`config.mk`:
```
export PLATFORM = sky130hd
export DESIGN_NAME = regfile_wr_arbiter
export DESIGN_NICKNAME = d
export VERILOG_FILES = /design/src/rtl/regfile_wr_arbiter.sv
export SDC_FILE = /design/constraint.sdc
export NUM_CORES = 1
export LEC_CHECK = 0
export ABC_CLOCK_PERIOD_IN_PS = 2700
export CORE_MARGIN = 8
export CORE_UTILIZATION = 42
export CTS_CLUSTER_SIZE = 8
export DETAILED_ROUTE_END_ITERATION = 10
export GPL_TIMING_DRIVEN = 0
export PLACE_DENSITY = 0.95
export SYNTH_ARGS = -nofsm -noshare
export SYNTH_HDL_FRONTEND = slang
export SYNTH_SLANG_ARGS = --single-unit
```
`constraint.sdc`:
```
create_clock -name clk -period 2.7 [get_ports clk]
set_input_delay 0.54 -clock clk [delete_from_list [all_inputs] [get_ports clk]]
set_output_delay 0.54 -clock clk [all_outputs]
set_load 0.05 [all_outputs]
```
`src/rtl/regfile_wr_arbiter.sv`:
```
// Register-file write-port sequencer: clears NREGS entries after reset, then round-robin arbitrates NREQ writers (1-cycle write latency).
// Requests are held off (req_ready=0) during the sweep and reset; ZERO_REG_PROTECT_EN suppresses RUN-time writes to address 0.
module regfile_wr_arbiter #(
    parameter int            DW       = 32,
    parameter int            AW       = 5,
    parameter int            NREGS    = 32,
    parameter int            NREQ     = 2,
    parameter logic [DW-1:0] INIT_VAL = '0
) (
    input  logic                     clk,
    input  logic                     rst,
    input  logic [NREQ-1:0]          req_valid,
    input  logic [NREQ*AW-1:0]       req_addr,
    input  logic [NREQ*DW-1:0]       req_data,
    output logic [NREQ-1:0]          req_ready,
    output logic                     rf_we,
    output logic [AW-1:0]            rf_addr,
    output logic [DW-1:0]            rf_wdata,
    output logic                     init_busy,
    output logic [$clog2(NREQ)-1:0]  grant_id
);

    localparam int GW = $clog2(NREQ);

    typedef enum logic {
        INIT = 1'b0,
        RUN  = 1'b1
    } state_t;

    state_t          state;
    state_t          stateNext;
    logic [AW-1:0]   cnt;
    logic [GW-1:0]   rrPtr;
    logic            rfWe;
    logic [AW-1:0]   rfAddr;
    logic [DW-1:0]   rfWdata;
    logic            initBusy;
    logic [GW-1:0]   grantId;

    logic            grantVld;
    logic [GW-1:0]   grantIdx;
    logic [GW:0]     scanSum;
    logic [GW-1:0]   scanIdx;
    logic [GW-1:0]   rrNext;
    logic [AW-1:0]   selAddr;
    logic [DW-1:0]   selData;
    logic            acceptWe;
    logic            lastInit;

    assign lastInit = (cnt == AW'(NREGS - 1));

    // Scan from highest offset down so the lowest offset from rrPtr wins.
    always_comb begin
        grantVld = 1'b0;
        grantIdx = '0;
        scanSum  = '0;
        scanIdx  = '0;
        if (state == RUN && !rst) begin
            for (int k = NREQ - 1; k >= 0; k--) begin
                scanSum = {1'b0, rrPtr} + (GW+1)'(k);
                if (scanSum >= (GW+1)'(NREQ)) begin
                    scanSum = scanSum - (GW+1)'(NREQ);
                end
                scanIdx = scanSum[GW-1:0];
                if (req_valid[scanIdx]) begin
                    grantVld = 1'b1;
                    grantIdx = scanIdx;
                end
            end
        end
    end

    assign req_ready = grantVld ? (NREQ'(1) << grantIdx) : '0;
    assign selAddr   = req_addr[grantIdx*AW +: AW];
    assign selData   = req_data[grantIdx*DW +: DW];
    assign rrNext    = (grantIdx == GW'(NREQ - 1)) ? '0 : grantIdx + 1'b1;

`ifdef ZERO_REG_PROTECT_EN
    assign acceptWe = grantVld && (selAddr != '0);
`else
    assign acceptWe = grantVld;
`endif

    always_comb begin
        stateNext = state;
        if (state == INIT && lastInit) begin
            stateNext = RUN;
        end
    end

    always_ff @(posedge clk) begin
        if (rst) begin
            state <= INIT;
        end else begin
            state <= stateNext;
        end
    end

    always_ff @(posedge clk) begin
        if (rst) begin
            cnt      <= '0;
            rrPtr    <= '0;
            initBusy <= 1'b1;
            rfWe     <= 1'b0;
            rfAddr   <= '0;
            rfWdata  <= '0;
            grantId  <= '0;
        end else if (state == INIT) begin
            rfWe    <= 1'b1;
            rfAddr  <= cnt;
            rfWdata <= INIT_VAL;
            cnt     <= cnt + 1'b1;
            if (lastInit) begin
                initBusy <= 1'b0;
            end
        end else begin
            rfWe <= acceptWe;
            // Address/data/grant track every accept, even a suppressed zero-address one.
            if (grantVld) begin
                rfAddr  <= selAddr;
                rfWdata <= selData;
                grantId <= grantIdx;
                rrPtr   <= rrNext;
            end
        end
    end

    assign rf_we     = rfWe;
    assign rf_addr   = rfAddr;
    assign rf_wdata  = rfWdata;
    assign init_busy = initBusy;
    assign grant_id  = grantId;

endmodule

```
Word level (Yosys, flattened, before mapping). Cells that the tools add are included.

Flip-flop bits (word level): 47. Input bits: 78. Output and inout port bits: 42.

$add $sub $neg: 5. Multiply operators: 1. $lt $le $gt $ge: 4. Equal/unequal tests: 2. Shift operators: 3. Multiplexer cells: 19. Bitwise logic cells: 1. Reduce and logical (&&, ||, !) cells: 6.

Operators by type and width (count): variable part select 64 x 7 -> 32 bit (1); two-way mux 1 bit (16); two-way mux 5 bit (2); variable part select 10 x 5 -> 5 bit (1); adder 5 x 1 -> 5 bit, second input constant (1); equality test 5 bit, second input constant (1); < comparator 1 x 2 -> 1 bit, second input constant (2); multiplier 1 x 3 -> 4 bit, second input constant (1); AND reduction 2 bit (2); adder 1 x 1 -> 2 bit, second input constant (1); >= comparator 1 x 2 -> 1 bit, second input constant (1); >= comparator 2 bit, second input constant (1); logical AND 1 bit (2); two-way mux 2 bit (1); != test 2 x 1 -> 1 bit, second input constant (1); OR reduction 2 bit (1); << shifter 1 x 1 -> 2 bit, first input constant (1); subtractor 1 bit, second input constant (2); adder 1 bit, second input constant (1); logical NOT 1 bit (1); NOT 1 bit (1).

Depth between registers and ports, before layout. Gate-level depths: netlist of the first run.

Depth in word-level cells: 13. Depth in mapped cells: 6. Gate-level depth less buffers: 6.

Least setup slack after synthesis of the first run. No wires, ideal clock.

Path type: input port to output port. Start point: in req_valid[1]. End point: out req_ready[0]. Arrival: 2.005 ns. Required time: 2.160 ns. Setup slack: 0.155 ns. Cell stages on the path: 3. Path buffers: 1. Cell sequence: buf_4 -> a21bo_2 -> nor3_1.

Word-level cells in the longest chain between the ends: 7. Elaborated cells between the ends (all ways): 12.

RTL lines: start, declared (RTL line 12) `input logic [NREQ-1:0] req_valid,`; two-way mux 1 bit (implied by the code) (2 in a row) (RTL line 65) `if (req_valid[scanIdx]) begin`; two-way mux 1 bit (2 in a row) (RTL line 65); two-way mux 1 bit (RTL line 58) `if (state == RUN && !rst) begin`; << shifter 1 x 1 -> 2 bit (RTL line 73) `assign req_ready = grantVld ? (NREQ'(1) << grantIdx) : '0;`; two-way mux 2 bit (*) (RTL line 73); end, declared (RTL line 15) `output logic [NREQ-1:0] req_ready,`.

Mark *: on every way between the ends. The rest lies on a longest branch, timed or not. The select of a mux whose other input is x is not followed.

Worst setup path in the final report of the first run.
Start point: in req_valid[0]. End point: out req_ready[0].

The elaborated chain is that of the path after synthesis.

==> results of run 1 <==
area by class of cell:
type / count / share of cell area
clock buffer: 8 / 0.0283
sequential: 47 / 0.266
inverter: 5 / 0.00532
multi-input combinational: 187 / 0.302
timing repair buffer: 118 / 0.333
buffer: 28 / 0.0404
tap: 70 / 0.0248
per-stage QoR:
step                total power, mW  hold WS [ns]
finish                         1.42         0.480
global route                   1.48         0.508
CTS                            1.42         0.479
detailed placement            0.965         0.463
global placement              0.961         0.457
floorplan                     0.819         0.467
worst min-delay path, delay by kind of cell, from the launching register on:
kind               cells  cell delay, ns
DFF                    1            0.31
and+or+nand+nor        1            0.05
AOI/OAI and AO/OA      1            0.07
power breakdown:
| group | switching, mW | internal, mW | total [mW] |
|---|---|---|---|
| sequential | 0.00559 | 0.700 | 0.705 |
| combinational | 0.108 | 0.138 | 0.246 |
| clock | 0.234 | 0.234 | 0.468 |
| total | 0.347 | 1.07 | 1.42 |
cell families (layout without fill, tap and decap cells):
kind of cell    after synthesis  count (layout)  synth area share
simple gates                 64              64             0.151
mux                           3               3            0.0139
buf+inv                      33             159            0.0745
compound gates              117             117             0.311
xor+xnor                      1               1           0.00404
fa+ha+maj                     2               2            0.0115
flops                        47              47             0.434
timing repair:
action | in CTS | in global routing
endpoints found under the setup margin | 2 | 2
resized for setup | 7 | 3
cloned | 0 | 0
hold buffers | 0 | 0
setup buffers | 0 | 0
registers in the layout (all words and copies together), names as in the netlist:
signal	cells
rf_wdata	32
cnt	5
rf_addr	5
grant_id	1
init_busy	1
rf_we	1
rrPtr	1
state	1
per-layer routing:
metal  GRT usage  up-vias  share of wire
met2       0.342       89           0.50
met5           0        -              0
met4      0.0375        0          0.010
met3      0.0638        6          0.080
met1       0.247     1245           0.41
li1            -     1241              -
cell usage after synthesis (4+ instances only):
cell / n
nor2_1: 6
buf_4: 4
inv_1: 5
o21ai_0: 56
buf_2: 11
dfxtp_1: 47
a21oi_1: 4
clkbuf_1: 11
nand2_1: 7
a31oi_1: 34
o21ai_1: 10
nand3_1: 35
path summary, 6_finish.rpt:
check          startpoint  slack (ns)      endpoint
min reg2reg     init_busy        0.48     init_busy
max reg2reg         state        1.29  rf_wdata[14]
min             init_busy        0.48     init_busy
max          req_valid[0]        0.06  req_ready[0]
==> run summary, run 1 <==
Status -> complete, no violations
CTS Buf Count -> 5
DR pass1 iterations -> 5
Final Wtd Congestion -> 0.821
Drt initial violations -> 149
Max-slew headroom -> 0.641
Ys flop type -> dfxtp_1
Leading area contributor after synthesis -> dfxtp_1
Max Cap Viol -> 0
Seq. cell area -> 941 µm²
Die Y -> 87.8 µm
CTS sink cnt -> 47
Final instance area -> 3530 µm²
Net count, final -> 472
Share of layout cells above drive strength 1 -> 0.0712
Die width -> 87.8 µm
Final setup violating endpoints -> 0
Synth unique cells -> 36
Area of the multi-input gates -> 1060 µm²
Final Worst Setup Slack -> 0.0649 ns
Leakage -> 1.23 nW
Reg clk slew, reported paths -> 0.08 ns
CP Launch Type -> input port
Top cell family by delay on the critical path -> buffers and inverters
Tot GR Track Use -> 0.203
Placed inst area -> 3440 µm²
Finished Core Util -> 0.700
Fraction of registers with async set/reset -> 0
Worst r2r path cells -> 4
Crit Path Category -> input port to primary output
Syn_nets -> 347
Residual DRC count -> 0
Setup TNS -> 0 ns
TritonCTS clock tree -> done
Syn Inst Count -> 267
Vias/cell -> 5.57
Pin count of the biggest net entering global routing -> 14
Worst skew pair latency -> 0.29 ns
DR WL/cell -> 17.1 µm
PwrDens -> 402 nW/µm²
Max Buffers Root-to-Sink -> 2
Skew final -> 0.00462 ns
Max Slew Vio Count -> 0
CP max stage delay -> 0.59 ns
I/O pins -> 120
Post-synth EDFFs -> 0
Hold Fails Final Rpt -> 0
Core area -> 5040 µm²
Rows -> 26
Antenna Diode Count -> 0
Register area share after synthesis -> 0.434
Synthesized area per cell -> 8.12 µm²
Vias in the first global route -> 2602
Post-Syn Area -> 2170 µm²
Area contributors post-synth -> dfxtp_1 (43%), o21ai_0 (13%), a31oi_1 (9.8%)
Synth Warn # -> 0
H-tree Lvls -> 2
Commonest non-fill, non-tap cell in the layout -> clkdlybuf4s50_1
Slew at the pin closest to its max-slew limit -> 0.537 ns
Clock Tree Root -> clkbuf_8
Hold depth -> 2
Initial core utilization -> 0.430
Routed vias -> 2581
First-pass GRT wire length -> 12600 µm
Area delta synth->final -> 62.9%
Die area -> 7710 µm²
Placement Setup Slack -> -0.386 ns
CP arrival -> 2.10 ns
Unrepaired setup endpoints after global routing -> no
Worst setup EP type -> primary output
Input/output buffers -> 118
Slowest cell on crit path -> clkdlybuf4s50_1
Synth Register Bits -> 47
Crit-path cells -> clkdlybuf4s50_1, a21bo_2, nor3_1, clkdlybuf4s18_2
Fillers -> 412
HPWL after DPL -> 5890 µm
Worst-path fanout max -> 8
CP bufs+invs -> 2
Placed Cells -> 455
CP required -> 2.16 ns
Hold Crit Class -> register to register
Fmax -> 379 MHz
Final min period -> 2.64 ns
Critical Path Stages -> 4
Part of the cycle the worst path needs -> 0.976
Cell Count, Final, Fillers Out -> 463
Post-DRT Antenna Nets -> 0
Maximum VDD drop -> 0.262 mV
Total grt overflow -> 0
Commonest non-fill, non-tap cells in the layout -> clkdlybuf4s50_1 (116), o21ai_0 (56), dfxtp_1 (47), nand3_1 (35), a31oi_1 (34)
Share of the synthesized area in the top cell type -> 0.434
Initial antenna violation count -> 0
DRT Wirelength -> 7920 µm
No activity file was read; power rests on OpenSTA's default activity.
==> inputs of run 2 (changes only) <==
- CORE_UTILIZATION: 42 -> 43
- CTS_BUF_LIST: default -> sky130_fd_sc_hd__clkbuf_4 sky130_fd_sc_hd__clkbuf_8
- CTS_CLUSTER_SIZE: 8 -> default
==> run 2 against run 1 <==
  * Clock skew barely moved
  * Via count decreased by 1.0%
  * Count of clock-buffer cells in the layout stayed put
  * Sequential power about the same
  * Critical path depth is the same
  * Final area is essentially flat
  * Setup slack gained 0.087 ns
  * Worst hold slack got worse by 0.0050 ns
  * Critical path type unchanged
==> run summary, run 2 (synthesis results as in run 1) <==
Placement Setup Slack -> -0.396 ns (-0.00935 ns)
Power share of the sequential group -> 0.494 (-0.003)
Rows -> 26 (unchanged)
Worst-path fanout max -> 8 (unchanged)
DR WL/cell -> 16.9 µm (-1.1%)
Reg clk slew, reported paths -> 0.09 ns (about the same)
Worst r2r src -> state
Core area -> 4980 µm² (-1.3%)
Die width -> 87.0 µm (-0.96%)
Die Y -> 87.0 µm (-0.96%)
Tot GR Track Use -> 0.206 (+0.00355)
Drt initial violations -> 190 (+28%)
Area delta synth->final -> 62.9% (about the same)
Die area -> 7570 µm² (-1.9%)
Hold Crit Class -> register to register
I/O pins -> 120 (unchanged)
Max Slew Vio Count -> 0 (unchanged)
Status -> complete, no violations
Total grt overflow -> 0 (unchanged)
Placed Cells -> 455 (unchanged)
Max Buffers Root-to-Sink -> 2 (unchanged)
CTS Buf Count -> 5 (unchanged)
CP bufs+invs -> 2 (unchanged)
Final Worst Setup Slack -> 0.151 ns (+0.0866 ns)
CP Capture Point -> req_ready[0]
Crit Path Category -> input port to primary output
Tot Pwr -> 1.43 mW (+0.70%)
Max reg flops -> 32 (unchanged)
Finished Core Util -> 0.709 (+0.00890)
Post-DRT Antenna Nets -> 0 (unchanged)
Switch Pwr -> 347 µW (about the same)
Critical path startpoint -> req_valid[0]
CP max stage delay -> 0.58 ns (about the same)
Clk pwr share -> 0.335 (+0.005)
Cell Count, Final, Fillers Out -> 463 (unchanged)
Final Wtd Congestion -> 0.835 (+1.7%)
DR pass1 iterations -> 4 (-1)
CTS resizes -> 7 (unchanged)
Vias/cell -> 5.52 (-1.0%)
DRT Wirelength -> 7840 µm (-1.1%)
Sw frac -> 0.243 (-0.00187)
Final min period -> 2.55 ns (-0.0866 ns)
Max-slew headroom -> 0.627 (-0.0136)
Setup TNS -> 0 ns (unchanged)
Vias in the first global route -> 2589 (-0.50%)
P_int -> 1.08 mW (+0.95%)
Fmax -> 392 MHz (+3.4%)
Top cell family by delay on the critical path -> buffers and inverters
CTS sink cnt -> 47 (unchanged)
Critical Path Stages -> 4 (unchanged)
Worst skew pair latency -> 0.29 ns (about the same)
Input/output buffers -> 118 (unchanged)
R2r setup slk -> 1.25 ns (-0.04 ns)
Worst setup EP type -> primary output
First-pass GRT wire length -> 12700 µm (+1.2%)
Fillers -> 413 (+0.24%)
CTS Hold Bufs -> 0 (unchanged)
Net count, final -> 472 (unchanged)
Share of layout cells above drive strength 1 -> 0.0738 (+0.00254)
Residual DRC count -> 0 (unchanged)
CP required -> 2.16 ns (about the same)
CP Launch Type -> input port
Initial antenna violation count -> 0 (unchanged)
CP arrival -> 2.01 ns (-0.09 ns)
Final setup violating endpoints -> 0 (unchanged)
Max Cap Viol -> 0 (unchanged)
Initial core utilization -> 0.435 (+0.00562)
Hold Fails Final Rpt -> 0 (unchanged)
Leakage -> 1.24 nW (+0.38%)
Antenna Diode Count -> 0 (unchanged)
Routed vias -> 2555 (-1.0%)
TritonCTS clock tree -> done
H-tree Lvls -> 2 (unchanged)
R2r endpoint -> rf_wdata[11]
Maximum VDD drop -> 0.276 mV (+5.6%)
Commonest non-fill, non-tap cells in the layout -> clkdlybuf4s50_1 (116), o21ai_0 (56), dfxtp_1 (47), nand3_1 (35), a31oi_1 (34)
Worst r2r path cells -> 4 (unchanged)
Crit-path cells -> clkdlybuf4s50_1, a21bo_2, nor3_1, buf_2
PwrDens -> 405 nW/µm² (+0.73%)
Skew final -> 0.00452 ns (-0.000105 ns)
Part of the cycle the worst path needs -> 0.944 (-0.0321)
Commonest non-fill, non-tap cell in the layout -> clkdlybuf4s50_1
Post-CTS Setup Repair Bufs -> 0 (unchanged)
Slowest cell on crit path -> clkdlybuf4s50_1
Combinational share of power -> 0.171 (-0.002)
Unrepaired setup endpoints after global routing -> no
Pin count of the biggest net entering global routing -> 14 (unchanged)
Clock Tree Root -> clkbuf_8
HPWL after DPL -> 5980 µm (+1.5%)
Slew at the pin closest to its max-slew limit -> 0.558 ns (+0.0203 ns)
run 2: layout make-up:
class	instances	area [µm²]	share of cell area
Multi-Input combinational cell	187	1060	0.302
Clock buffer	8	104	0.0294
Tap cell	70	87.6	0.0248
Buffer	28	143	0.0404
Sequential cell	47	941	0.267
Timing Repair Buffer	118	1170	0.332
Inverter	5	18.8	0.00532
run 2: worst min-delay path, cell delays in order, from the launching register on:
cell and delay, ns:
dfxtp_1 0.32, o21ai_0 0.07, nand2_1 0.05
run 2: power by group through the flow:
| stage | Combinational, mW | Sequential, mW | Clock, mW |
|---|---|---|---|
| after floorplan | 0.0871 | 0.732 | 0 |
| after global placement | 0.240 | 0.721 | 0 |
| after detailed placement | 0.244 | 0.722 | 0 |
| after CTS | 0.245 | 0.706 | 0.482 |
| after global routing | 0.267 | 0.707 | 0.511 |
| final | 0.245 | 0.705 | 0.479 |
run 2: how the worst min path moves through the flow:
stage | from | to | cells after the start
detailed placement | init_busy | init_busy | 2
CTS | init_busy | init_busy | 2
global placement | init_busy | init_busy | 2
global route | init_busy | init_busy | 2
floorplan | cnt[0] | rf_addr[0] | 2
finish | init_busy | init_busy | 2
run 2: metal layers:
metal,part of all wire,up-vias,track usage
li1,-,1240,-
met1,0.42,1210,0.251
met2,0.48,91,0.346
met3,0.070,14,0.0547
met4,0.024,0,0.0610
met5,0,-,0
run 2: metrics by stage:
step	instance area (µm²)	hold slack [ns]
CTS	3540	0.479
detailed placement	3440	0.467
global route	3530	0.516
global placement	3440	0.453
finish	3530	0.475
floorplan	2170	0.467
==> inputs of run 3 (changes only) <==
- RECOVER_POWER: default -> 100
==> run 3 against run 2 <==
  * Wire length barely moved
  * Maximum frequency fell by 1.3%
  * Die area did not move
  * Register-to-register slack barely moved
  * Final area fell by 0.43%
==> run summary, run 3 (synthesis results as in run 1) <==
Leakage -> 1.35 nW (+9.3%)
Status -> complete, no violations
Max Cap Viol -> 0 (unchanged)
Part of the cycle the worst path needs -> 0.956 (+0.0124)
Commonest non-fill, non-tap cell in the layout -> clkdlybuf4s50_1
Routed vias -> 2555 (unchanged)
Crit Path Category -> input port to primary output
DR pass1 iterations -> 4 (unchanged)
CP Launch Type -> input port
Tot GR Track Use -> 0.206 (unchanged)
Die area -> 7570 µm² (unchanged)
Final setup violating endpoints -> 0 (unchanged)
DRT Wirelength -> 7840 µm (about the same)
Vias/cell -> 5.52 (unchanged)
Max Buffers Root-to-Sink -> 2 (unchanged)
Max-slew headroom -> 0.623 (-0.00382)
H-tree Lvls -> 2 (unchanged)
Worst Hold End -> init_busy
Worst-path fanout max -> 10 (+2)
Max reg flops -> 32 (unchanged)
Fillers -> 415 (+0.48%)
Hold depth -> 2 (unchanged)
Total grt overflow -> 0 (unchanged)
Share of layout cells above drive strength 1 -> 0.0585 (-0.0153)
Core area -> 4980 µm² (unchanged)
Rows -> 26 (unchanged)
Initial antenna violation count -> 0 (unchanged)
Area of the multi-input gates -> 1060 µm² (-0.23%)
Hold Fails Final Rpt -> 0 (unchanged)
Hold WS -> 0.472 ns (-0.00306 ns)
Die Y -> 87.0 µm (unchanged)
Post-DRT Antenna Nets -> 0 (unchanged)
Placed inst area -> 3440 µm² (unchanged)
Cell Count, Final, Fillers Out -> 463 (unchanged)
Maximum VDD drop -> 0.274 mV (-0.77%)
Worst r2r path cells -> 4 (unchanged)
Die width -> 87.0 µm (unchanged)
I/O pins -> 120 (unchanged)
CP required -> 2.16 ns (about the same)
Commonest non-fill, non-tap cells in the layout -> clkdlybuf4s50_1 (75), o21ai_0 (56), dfxtp_1 (47), dlygate4sd3_1 (41), nand3_1 (35)
Final instance area -> 3510 µm² (-0.43%)
Final min period -> 2.58 ns (+0.0335 ns)
Finished Core Util -> 0.706 (-0.00302)
Input/output buffers -> 118 (unchanged)
Hold Crit Class -> register to register
PwrDens -> 404 nW/µm² (-0.10%)
Seq. cell area -> 941 µm² (unchanged)
Worst skew pair latency -> 0.29 ns (about the same)
Max Slew Vio Count -> 0 (unchanged)
Post-CTS Setup Repair Bufs -> 0 (unchanged)
Net count, final -> 472 (unchanged)
Worst setup EP type -> primary output
First-pass GRT wire length -> 12700 µm (unchanged)
CTS Buf Count -> 5 (unchanged)
Vias in the first global route -> 2589 (unchanged)
CTS sink cnt -> 47 (unchanged)
Skew final -> 0.00351 ns (-0.00101 ns)
R2r endpoint -> rf_wdata[11]
R2r setup slk -> 1.25 ns (about the same)
Antenna Diode Count -> 0 (unchanged)
Worst r2r src -> state
Pin count of the biggest net entering global routing -> 14 (unchanged)
DR WL/cell -> 16.9 µm (about the same)
Initial core utilization -> 0.435 (unchanged)
Unrepaired setup endpoints after global routing -> no
Drt initial violations -> 204 (+7.4%)
Clock Tree Root -> clkbuf_8
TritonCTS clock tree -> done
Placement Setup Slack -> -0.396 ns (unchanged)
CP arrival -> 2.04 ns (+0.03 ns)
HPWL after DPL -> 5980 µm (unchanged)
Fmax -> 387 MHz (-1.3%)
Final Worst Setup Slack -> 0.118 ns (-0.0335 ns)
Residual DRC count -> 0 (unchanged)
Slew at the pin closest to its max-slew limit -> 0.563 ns (+0.00562 ns)
Reg clk slew, reported paths -> 0.09 ns (about the same)
Hold Path Origin -> init_busy
CTS Hold Bufs -> 0 (unchanged)
Final Wtd Congestion -> 0.835 (unchanged)
Placed Cells -> 455 (unchanged)
Area delta synth->final -> 62.2%
[run 3: cell type report]
cell class,count,share of cell area
Timing Repair Buffer,118,0.333
Multi-Input combinational cell,187,0.302
Sequential cell,47,0.268
Buffer,28,0.0370
Clock buffer,8,0.0295
Tap cell,70,0.0249
Inverter,5,0.00534
[run 3: worst max-delay path, stage by stage]
cell and delay, ns:
dlygate4sd3_1 0.62, and2b_1 0.27, buf_4 0.18, and3_1 0.16
clkbuf_2 0.27
[run 3: timing repair]
action / 4_1_cts / 5_1_grt
pin swaps: 0 / 0
resized for setup: 7 / 4
endpoints found under the setup margin: 2 / 2
[run 3: worst max-delay path by stage]
stage	startpoint	endpoint	slack (ns)	cells past startpoint
4_1_cts	req_valid[0]	req_ready[1]	0.04	6
3_5_place_dp	req_valid[0]	req_ready[1]	-0.40	6
5_1_grt	rst	req_ready[1]	0.04	5
3_3_place_gp	req_valid[0]	req_ready[1]	-0.40	6
2_1_floorplan	req_valid[1]	req_ready[0]	0.16	3
6_report	rst	req_ready[1]	0.12	5
[run 3: power by group]
group / total, mW / internal, mW / leakage, nW / switching [mW]
combinational: 0.241 / 0.134 / 0.917 / 0.106
sequential: 0.706 / 0.700 / 0.380 / 0.00594
clock: 0.475 / 0.244 / 0.0549 / 0.231
[run 3: metrics by stage]
stage / setup TNS [ns] / power (mW)
finish: 0 / 1.42
global route: 0 / 1.48
CTS: 0 / 1.43
detailed placement: -0.766 / 0.966
global placement: -0.786 / 0.961
floorplan: 0 / 0.819
[run 3: layer usage]
layer	global-route usage	wire, µm	vias up
met3	0.0547	558	14
met1	0.251	3290	1209
li1	-	-	1244
met5	0	0	-
met4	0.0610	187	0
met2	0.346	3800	88
